===== src/rtl/alu_mdu_control.sv =====
// ALU control decode plus an iterative multiply/divide unit with HI/LO
// registers. Multiply is shift-add, divide is restoring shift-subtract,
// both on operand magnitudes with a one-cycle sign fix-up at the end.
module alu_mdu_control #(
    parameter int WIDTH = 32,
    parameter int CNT_W = 6
) (
    input  logic             clk,
    input  logic             rst_n,
    input  logic [1:0]       Aluop,
    input  logic [5:0]       funct,
    input  logic             in_valid,
    input  logic [WIDTH-1:0] src_a,
    input  logic [WIDTH-1:0] src_b,
    output logic [3:0]       Alucontrol,
    output logic             mdu_sel,
    output logic [WIDTH-1:0] hilo_rdata,
    output logic             busy,
    output logic             stall
);

    localparam int DW = 2 * WIDTH;

    localparam logic [5:0] F_ADD   = 6'b100000;
    localparam logic [5:0] F_SUB   = 6'b100010;
    localparam logic [5:0] F_AND   = 6'b100100;
    localparam logic [5:0] F_OR    = 6'b100101;
    localparam logic [5:0] F_XOR   = 6'b100110;
    localparam logic [5:0] F_NOR   = 6'b100111;
    localparam logic [5:0] F_SLT   = 6'b101010;
    localparam logic [5:0] F_MULT  = 6'b011000;
    localparam logic [5:0] F_MULTU = 6'b011001;
    localparam logic [5:0] F_DIV   = 6'b011010;
    localparam logic [5:0] F_DIVU  = 6'b011011;
    localparam logic [5:0] F_MFHI  = 6'b010000;
    localparam logic [5:0] F_MTHI  = 6'b010001;
    localparam logic [5:0] F_MFLO  = 6'b010010;
    localparam logic [5:0] F_MTLO  = 6'b010011;

    typedef enum logic [1:0] {
        IDLE = 2'd0,
        CALC = 2'd1,
        FIX  = 2'd2
    } state_t;

    state_t             state_q, state_d;
    logic [CNT_W-1:0]   cnt_q, cnt_d;
    logic [DW-1:0]      acc_q, acc_d;
    logic [WIDTH-1:0]   opB_q, opB_d;
    logic               isDiv_q, isDiv_d;
    logic               negLo_q, negLo_d;
    logic               negHi_q, negHi_d;
    logic               divZero_q, divZero_d;
    logic [WIDTH-1:0]   hi_q, hi_d;
    logic [WIDTH-1:0]   lo_q, lo_d;

    logic               cmd;
    logic               isStartOp;
    logic               isDivFn;
    logic               isSignedFn;
    logic [WIDTH-1:0]   absA;
    logic [WIDTH-1:0]   absB;
    logic [WIDTH:0]     mulSum;
    logic [DW-1:0]      mulNext;
    logic [WIDTH:0]     divShift;
    logic [WIDTH:0]     divDiff;
    logic [DW-1:0]      divNext;
    logic [DW-1:0]      prodFixed;
    logic [WIDTH-1:0]   quot;
    logic [WIDTH-1:0]   rem;

    // ALU operation code from Aluop, and funct for R-type
    always_comb begin
        Alucontrol = 4'b0000;
        case (Aluop)
            2'b00: Alucontrol = 4'b0010;
            2'b01: Alucontrol = 4'b0110;
            2'b10: begin
                case (funct)
                    F_ADD:   Alucontrol = 4'b0010;
                    F_SUB:   Alucontrol = 4'b0110;
                    F_AND:   Alucontrol = 4'b0000;
                    F_OR:    Alucontrol = 4'b0001;
                    F_XOR:   Alucontrol = 4'b0011;
                    F_NOR:   Alucontrol = 4'b1100;
                    F_SLT:   Alucontrol = 4'b0111;
                    default: Alucontrol = 4'b0000;
                endcase
            end
            default: Alucontrol = 4'b0000;
        endcase
    end

    // Flag R-type functs that belong to the multiply/divide unit
    always_comb begin
        mdu_sel = 1'b0;
        if (Aluop == 2'b10) begin
            case (funct)
                F_MULT, F_MULTU, F_DIV, F_DIVU,
                F_MFHI, F_MFLO, F_MTHI, F_MTLO: mdu_sel = 1'b1;
                default:                        mdu_sel = 1'b0;
            endcase
        end
    end

    assign busy  = (state_q != IDLE);
    assign stall = in_valid & mdu_sel & busy;
    assign cmd   = in_valid & mdu_sel & ~stall;

    assign isStartOp  = (funct == F_MULT) || (funct == F_MULTU) ||
                        (funct == F_DIV)  || (funct == F_DIVU);
    assign isDivFn    = (funct == F_DIV)  || (funct == F_DIVU);
    assign isSignedFn = (funct == F_MULT) || (funct == F_DIV);

    assign absA = src_a[WIDTH-1] ? (~src_a + WIDTH'(1)) : src_a;
    assign absB = src_b[WIDTH-1] ? (~src_b + WIDTH'(1)) : src_b;

    // Multiply step: conditionally add multiplicand into the top half, then shift right
    assign mulSum  = {1'b0, acc_q[DW-1:WIDTH]} + (acc_q[0] ? {1'b0, opB_q} : '0);
    assign mulNext = {mulSum, acc_q[WIDTH-1:1]};

    // Divide step: shift remainder:quotient left, keep the difference when it does not borrow
    assign divShift = {acc_q[DW-1:WIDTH], acc_q[WIDTH-1]};
    assign divDiff  = divShift - {1'b0, opB_q};
    assign divNext  = divDiff[WIDTH] ? {divShift[WIDTH-1:0], acc_q[WIDTH-2:0], 1'b0}
                                     : {divDiff[WIDTH-1:0],  acc_q[WIDTH-2:0], 1'b1};

    assign prodFixed = negLo_q ? (~acc_q + DW'(1)) : acc_q;
    assign quot      = acc_q[WIDTH-1:0];
    assign rem       = acc_q[DW-1:WIDTH];

    // mfhi/mflo read out only when the command is actually accepted
    always_comb begin
        hilo_rdata = '0;
        if (cmd && funct == F_MFHI) begin
            hilo_rdata = hi_q;
        end else if (cmd && funct == F_MFLO) begin
            hilo_rdata = lo_q;
        end
    end

    // MDU next state: accept in IDLE, iterate in CALC, sign fix-up and HI/LO write in FIX
    always_comb begin
        state_d   = state_q;
        cnt_d     = cnt_q;
        acc_d     = acc_q;
        opB_d     = opB_q;
        isDiv_d   = isDiv_q;
        negLo_d   = negLo_q;
        negHi_d   = negHi_q;
        divZero_d = divZero_q;
        hi_d      = hi_q;
        lo_d      = lo_q;
        case (state_q)
            IDLE: begin
                if (cmd) begin
                    if (isStartOp) begin
                        state_d   = CALC;
                        cnt_d     = '0;
                        isDiv_d   = isDivFn;
                        acc_d     = {{WIDTH{1'b0}}, (isSignedFn ? absA : src_a)};
                        opB_d     = isSignedFn ? absB : src_b;
                        negLo_d   = isSignedFn & (src_a[WIDTH-1] ^ src_b[WIDTH-1]);
                        negHi_d   = isDivFn ? (isSignedFn & src_a[WIDTH-1])
                                            : (isSignedFn & (src_a[WIDTH-1] ^ src_b[WIDTH-1]));
                        divZero_d = (src_b == '0);
                    end else if (funct == F_MTHI) begin
                        hi_d = src_a;
                    end else if (funct == F_MTLO) begin
                        lo_d = src_a;
                    end
                end
            end
            CALC: begin
                acc_d = isDiv_q ? divNext : mulNext;
                cnt_d = cnt_q + CNT_W'(1);
                if (cnt_q == CNT_W'(WIDTH - 1)) begin
                    state_d = FIX;
                end
            end
            FIX: begin
                if (isDiv_q) begin
                    lo_d = divZero_q ? '1 : (negLo_q ? (~quot + WIDTH'(1)) : quot);
                    hi_d = negHi_q ? (~rem + WIDTH'(1)) : rem;
                end else begin
                    hi_d = prodFixed[DW-1:WIDTH];
                    lo_d = prodFixed[WIDTH-1:0];
                end
                state_d = IDLE;
            end
            default: state_d = IDLE;
        endcase
    end

    // MDU state and HI/LO registers; reset discards any in-flight operation
    always_ff @(posedge clk or negedge rst_n) begin
        if (!rst_n) begin
            state_q   <= IDLE;
            cnt_q     <= '0;
            acc_q     <= '0;
            opB_q     <= '0;
            isDiv_q   <= 1'b0;
            negLo_q   <= 1'b0;
            negHi_q   <= 1'b0;
            divZero_q <= 1'b0;
            hi_q      <= '0;
            lo_q      <= '0;
        end else begin
            state_q   <= state_d;
            cnt_q     <= cnt_d;
            acc_q     <= acc_d;
            opB_q     <= opB_d;
            isDiv_q   <= isDiv_d;
            negLo_q   <= negLo_d;
            negHi_q   <= negHi_d;
            divZero_q <= divZero_d;
            hi_q      <= hi_d;
            lo_q      <= lo_d;
        end
    end

endmodule

===== config.mk =====
export PLATFORM = sky130hd
export DESIGN_NAME = alu_mdu_control
export DESIGN_NICKNAME = d
export VERILOG_FILES = /design/src/rtl/alu_mdu_control.sv
export SDC_FILE = /design/constraint.sdc
export NUM_CORES = 1
export LEC_CHECK = 0
export ABC_AREA = 1
export BUFFER_PORTS_ARGS = -buffer_cell sky130_fd_sc_hd__buf_2
export CORE_ASPECT_RATIO = 1.25
export CORE_MARGIN = 5
export CORE_UTILIZATION = 50
export CTS_BUF_LIST = sky130_fd_sc_hd__clkbuf_8
export DETAILED_ROUTE_END_ITERATION = 10
export GPL_TIMING_DRIVEN = 0
export PLACE_DENSITY = 0.68
export SLEW_MARGIN = 20
export SYNTH_ARGS = -nofsm -noshare
export SYNTH_HDL_FRONTEND = slang
export SYNTH_SLANG_ARGS = --single-unit

===== constraint.sdc =====
create_clock -name clk -period 3.12 [get_ports clk]
set_input_delay 0.156 -clock clk [delete_from_list [all_inputs] [get_ports clk]]
set_output_delay 0.156 -clock clk [all_outputs]
set_load 0.03 [all_outputs]

=== After elaboration in Yosys (flattened, before gate mapping) ===
Memory sizes are Yosys's and may differ from the RTL's.
Cells that the tools add are included.

* Register bits after elaboration: 172
* Memory bits (read-only): 32
* Memories kept: 1

* Add/subtract/negate cells: 8
* Equal/unequal tests: 26
* Mux-type cells: 39
* Bitwise gates (word level): 12
* Reduce and logical (&&, ||, !) cells: 18

{| class="wikitable"
|+ Memories
! name !! words !! width !! read ports !! clocked after memory_dff !! wr ports !! line !! RTL
|-
| (no name shown) || 32 || 1 || 1 || 0 || 0 || 98 || <nowiki>case (funct)</nowiki>
|}

{| class="wikitable"
|+ Operator list
! cell !! number
|-
| 32-bit 2-to-1 mux || 19
|-
| 64-bit 2-to-1 mux || 5
|-
| 32-bit by 1-bit adder with 32-bit output (second input constant) || 4
|-
| 32-bit inverter || 4
|-
| 32-bit one-hot mux with 2 select lines || 2
|-
| 64-bit one-hot mux with 2 select lines || 1
|-
| 64-bit by 1-bit adder with 64-bit output (second input constant) || 1
|-
| 64-bit inverter || 1
|-
| 6-bit by 5-bit == test with 1-bit output (second input constant) || 9
|-
| 6-bit == test (second input constant) || 6
|-
| 32-bit by 32-bit adder with 33-bit output || 1
|-
| 33-bit by 32-bit subtractor with 33-bit output || 1
|-
| 32-bit logical NOT || 1
|-
| 4-bit one-hot mux with 6 select lines || 1
|-
| 2-bit inequality test (second input constant) || 7
|-
| 6-bit 2-to-1 mux || 2
|-
| 4-bit one-hot mux with 3 select lines || 1
|-
| 6-bit one-hot mux with 2 select lines || 1
|-
| 3-bit AND reduction || 3
|-
| 6-bit by 1-bit adder with 6-bit output (second input constant) || 1
|-
| 2-bit 2-to-1 mux || 3
|-
| 2-bit nonzero test || 3
|-
| 1-bit bitwise AND || 5
|-
| 1-bit logical OR || 5
|-
| other kinds (10) || 16
|}

=== Logic depth before layout (Yosys ltp) ===
An unclocked memory read counts as a cell.

* Word-level depth: 10
* Gate-level depth with buffers: 22
* Gate-level depth less buffers: 20

=== Least setup slack after synthesis ===
Ideal clock, no wire load.

* Kind: register -> register
* Start point: reg acc_q[0]
* End point: reg acc_q[57]
* Arrival: 2.480 ns
* Data required time: 3.003 ns
* Path slack: 0.524 ns
* Cell stages (with the launch flop): 22
* Path buffers: 2
* Period minus slack after synthesis: 2.596 ns
* Path through: dfrtp_1 -> buf_2 -> clkbuf_1 -> nand2_1 -> inv_1 -> ha_1 -> inv_1 -> fa_1 -> inv_1 -> nand3_1 -> nand2_1 -> nand2_1 -> nand2_1 -> inv_1 -> o21bai_1 -> nand2_1 -> nand3_1 -> nand3_1 -> nand2_1 -> inv_1 -> nand2_1 -> nand2_1

* Cells in the longest elaborated chain, start to end: 4

{| class="wikitable"
|+ RTL lines
! item !! line !! RTL
|-
| start: declaration || 48 || <nowiki>logic [DW-1:0] acc_q, acc_d;</nowiki>
|-
| start signal: assignment || 200 || <nowiki>acc_q <= '0;</nowiki>
|-
| start signal: assignment || 211 || <nowiki>acc_q <= acc_d;</nowiki>
|-
| 32-bit 2-to-1 mux || 119 || <nowiki>assign mulSum = {1'b0, acc_q[DW-1:WIDTH]} + (acc_q[0] ? {1'b0, opB_q} : '0);</nowiki>
|-
| 32-bit by 32-bit adder with 33-bit output || 119 ||
|-
| 64-bit 2-to-1 mux || 175 || <nowiki>acc_d = isDiv_q ? divNext : mulNext;</nowiki>
|-
| 64-bit one-hot mux with 2 select lines || 154 || <nowiki>case (state_q)</nowiki>
|}

Every way passes these cells.
A chain may end at the register's enable or synchronous reset.

=== Worst setup path after layout ===
* Start point: reg isDiv_q
* End point: reg acc_q[35]

* Cells in the longest elaborated chain, start to end: 2

{| class="wikitable"
|+ RTL lines
! item !! line !! RTL
|-
| start: declaration || 50 || <nowiki>logic isDiv_q, isDiv_d;</nowiki>
|-
| start signal: assignment || 213 || <nowiki>isDiv_q <= isDiv_d;</nowiki>
|-
| 64-bit 2-to-1 mux || 175 ||
|-
| 64-bit one-hot mux with 2 select lines || 154 ||
|}

Every way passes these cells.

==> flow_summary_export.csv <==
group,metric,value,unit
yosys,synth-edff-count,0,
job,drv_cap,0,
die,ios,114,
setup_path,crit_fanout,10,
timing,setup_violations,0,
cells_and_area,syn_to_final_growth,11.19,%
cells_and_area,fin_nets,3403,
route,routed_wl,85780,µm
route,firstDrtPassIters,7,
yosys,yosys.area.top_type_share,23.94,%
clock_network,path_clk_slew,0.12,ns
placed_design,dpl.cell_count,3683,
clock_network,cts_tree,"done",
global_routing,grt_pass1_wl,124900,µm
route,detail_route.wl_per_cell,22.90,µm
setup_path,slowest_stage,"clkbuf_1",
global_routing,grt_pass1_vias,20490,
setup_path,r2r-end,"acc_q[35]",
placed_design,dpl_cell_area,19200,µm²
setup_path,worst-setup-path-type,"register to register",
yosys,synth.area.top_cells,"dfrtp_1 24%, nand2_1 18%, inv_1 9.7%, nand3_1 8.8%, nor2_1 8.3%",
yosys,synth-seq-cells,172,
clock_network,ctsRootBufferMaster,"clkbuf_8",
setup_path,cp-endpoint,"acc_q[35]",
clock_network,clockBufferDepth,2,
global_routing,top_usage_layer,"met2",
placed_design,routabilityCongestion,1.089,
global_routing,grt_max_degree,63,
global_routing,grtUsageMet3,8.763,%
setup_path,cp_data_required_time,3.54,ns
die,start_util,50.71,%
setup_path,max_stage_delay,0.80,ns
yosys,syn_area,17980,µm²
route,drc,0,
setup_path,worst-path-buf-inv,4,
run_status,failed_checks,"hold timing",
die,fp.dieArea,39880,µm²
timing,max_freq,324.3,MHz
timing,max_slew_margin,19.69,%
power_and_ir_drop,power.total,15.87,mW
yosys,synth_top_flop_cell,"dfrtp_1",
power_and_ir_drop,ir_drop,0.5285,mV
cells_and_area,stdcell_count,3745,
run_status,outcome,"finished, violations left",
setup_path,worstPathCellList,"inv_1 > buf_2 > buf_1 > clkbuf_1 > o21ai_0 > nand3_1 > nand2_1",
timing,max_slew.worst_pin.slew,1.192,ns
yosys,async_reset_ff_share,100.0,%
route,drt_iter0_drc,2627,
power_and_ir_drop,cellPowerDensity,793.6,nW/µm²
setup_path,path_depth,7,
setup_path,cp-end-kind,"register",
global_routing,overflow,0,
min_path,min_path_type,"input pin to register",
clock_network,clock_latency,0.55,ns
setup_path,worstPathArrival,3.50,ns
clock_network,ctsHtreeMaxLevel,4,
global_routing,grt.total_usage,41.26,%
route,ant_nets,0,
timing,hold_ws,-0.00007883,ns
setup_path,timing.rr.start,"isDiv_q",
yosys,yosysUniqueCellTypes,50,
global_routing,grt_antenna_before_repair,2,
cells_and_area,final_cell_area,19990,µm²
yosys,synth_largest_area_cell,"dfrtp_1",
placed_design,portBuffers,113,
yosys,syn_avg_cell_area,5.811,µm²
clock_network,cts_sinks,172,
setup_path,reg2reg_depth,7,
setup_path,rrSetupSlack,0.04,ns
setup_path,start_kind,"register",
yosys,synth_fp_nets,3240,
die,die_w,179.6,µm
timing,period_needed,3.084,ns
yosys,ys_warn_count,0,
power_and_ir_drop,leakage,10.70,nW
clock_network,numCtsBuffers,17,
clock_network,postCtsSetupRepairBufs,0,
placed_design,post-place-ws,-0.3825,ns
global_routing,use_met2,66.45,%
timing,post-route-period-util,98.85,%
cells_and_area,post_route_cells_drive_above_1_share,8.287,%
global_routing,grt_util_met1,44.25,%
yosys,synth-seq-area-share,23.94,%
timing,setup_slack,0.03596,ns
yosys,netlist_instances,3094,
die,coreArea,35450,µm²
timing,finalHoldViolCount,1,
placed_design,hpwl,68490,µm
timing,skew,0.03294,ns
setup_path,crit_family,"buffers and inverters",
die,die_h,222.0,µm
setup_path,startpoint,"isDiv_q",
route,num_vias,22290,
die,rows,77,
route,avgViaCountPerCell,5.951,
timing,drv_slew,0,
## tightest hold or removal path, cell delays in order
cell	delay, ns
buf_2	0.12
xor2_1	0.08
o21ai_0	0.15
## per-stage QoR
stage | setup TNS (ns) | util (%)
after floorplan | 0 | -
after global routing | -0.02404 | 56.38
final | 0 | 56.39
after CTS | 0 | 56.27
after detailed placement | -1.535 | 54.16
after global placement | -156.29 | 53.98
## power breakdown
| part | internal (mW) | switching, mW | total (mW) |
|---|---|---|---|
| sequential | 2.97 | 1.37 | 4.34 |
| clock | 0.639 | 1.16 | 1.80 |
| combinational | 3.15 | 6.58 | 9.73 |
## what timing repair did
item,4_1_cts,5_1_grt
resized for setup,1,13
endpoints found under the hold margin,142,0
hold buffers,30,0
endpoints found under the setup margin,12,34
## synth_stat cells, drive strengths merged, types with 14 or more instances
master	instances
nor2	414
a31oi	28
xor2	22
inv	474
ha	69
nand3	318
or2	14
o21ai	249
clkbuf	50
xnor2	19
dfrtp	172
a21oi	190
buf	50
nor3	44
nand4	38
nand2	852
a22oi	26
nand3b	15
## logic make-up (layout without fill, tap and decap cells)
logic type                 after synthesis  count (layout)  share of synthesized area, %
adders and majority gates               71              71                         5.024
buffers and inverters                  577             753                         12.76
DFF                                    172             172                         23.94
and+or+nand+nor                       1706            1706                         40.19
other                                    0               1                             0
AOI/OAI and AO/OA                      527             527                         16.09
xor gates and xnor gates                41              41                         1.997
## cell usage in the layout (no fill, tap or decap), types with 15 or more instances in the layout
master and instances:
nand2_1 841, inv_1 464, nor2_1 399, nand3_1 315, o21ai_0 225, a21oi_1 174
dfrtp_1 171, buf_2 141, ha_1 69, clkbuf_1 47, nor3_1 39, nand4_1 37
dlygate4sd3_1 30, a31oi_1 28, a22oi_1 26, o21ai_1 22, xor2_1 22, xnor2_1 19
clkbuf_8 17, a21oi_2 16, nand3b_1 15
## state kept, by name (all words and copies together) (netlist names)
name / flops
state_q: 2
negLo_q: 1
opB_q: 32
hi_q: 32
cnt_q: 6
negHi_q: 1
divZero_q: 1
lo_q: 32
isDiv_q: 1
acc_q: 64
## worst min path at each step
stage               slack, ns      start  depth (start not counted)   endpoint
finish               -0.00008  src_b[16]                          3  opB_q[16]
global route            0.008  src_b[16]                          3  opB_q[16]
CTS                     0.001  src_b[16]                          3  opB_q[16]
detailed placement       0.11      rst_n                          1  acc_q[23]
global placement         0.47  src_b[29]                          4  opB_q[29]
floorplan               -0.14      rst_n                          0   acc_q[0]
## metal layers
metal	wire length, µm	up-vias
met5	26	-
met4	10700	4
met3	7466	427
met2	38430	1412
met1	29150	10180
li1	-	10260
## final cells by class
cell class / instances / area, µm²
Buffer: 99 / 508.0
Fill cell: 3764 / 15460
Sequential cell: 172 / 4305
Clock buffer: 17 / 234.0
Tap cell: 474 / 593.1
Multi-Input combinational cell: 2345 / 11410
Inverter: 477 / 1792
Timing Repair Buffer: 145 / 930.9
Antenna cell: 1 / 2.502
Clock inverter: 15 / 211.5
No activity file was read; power rests on OpenSTA's default activity.
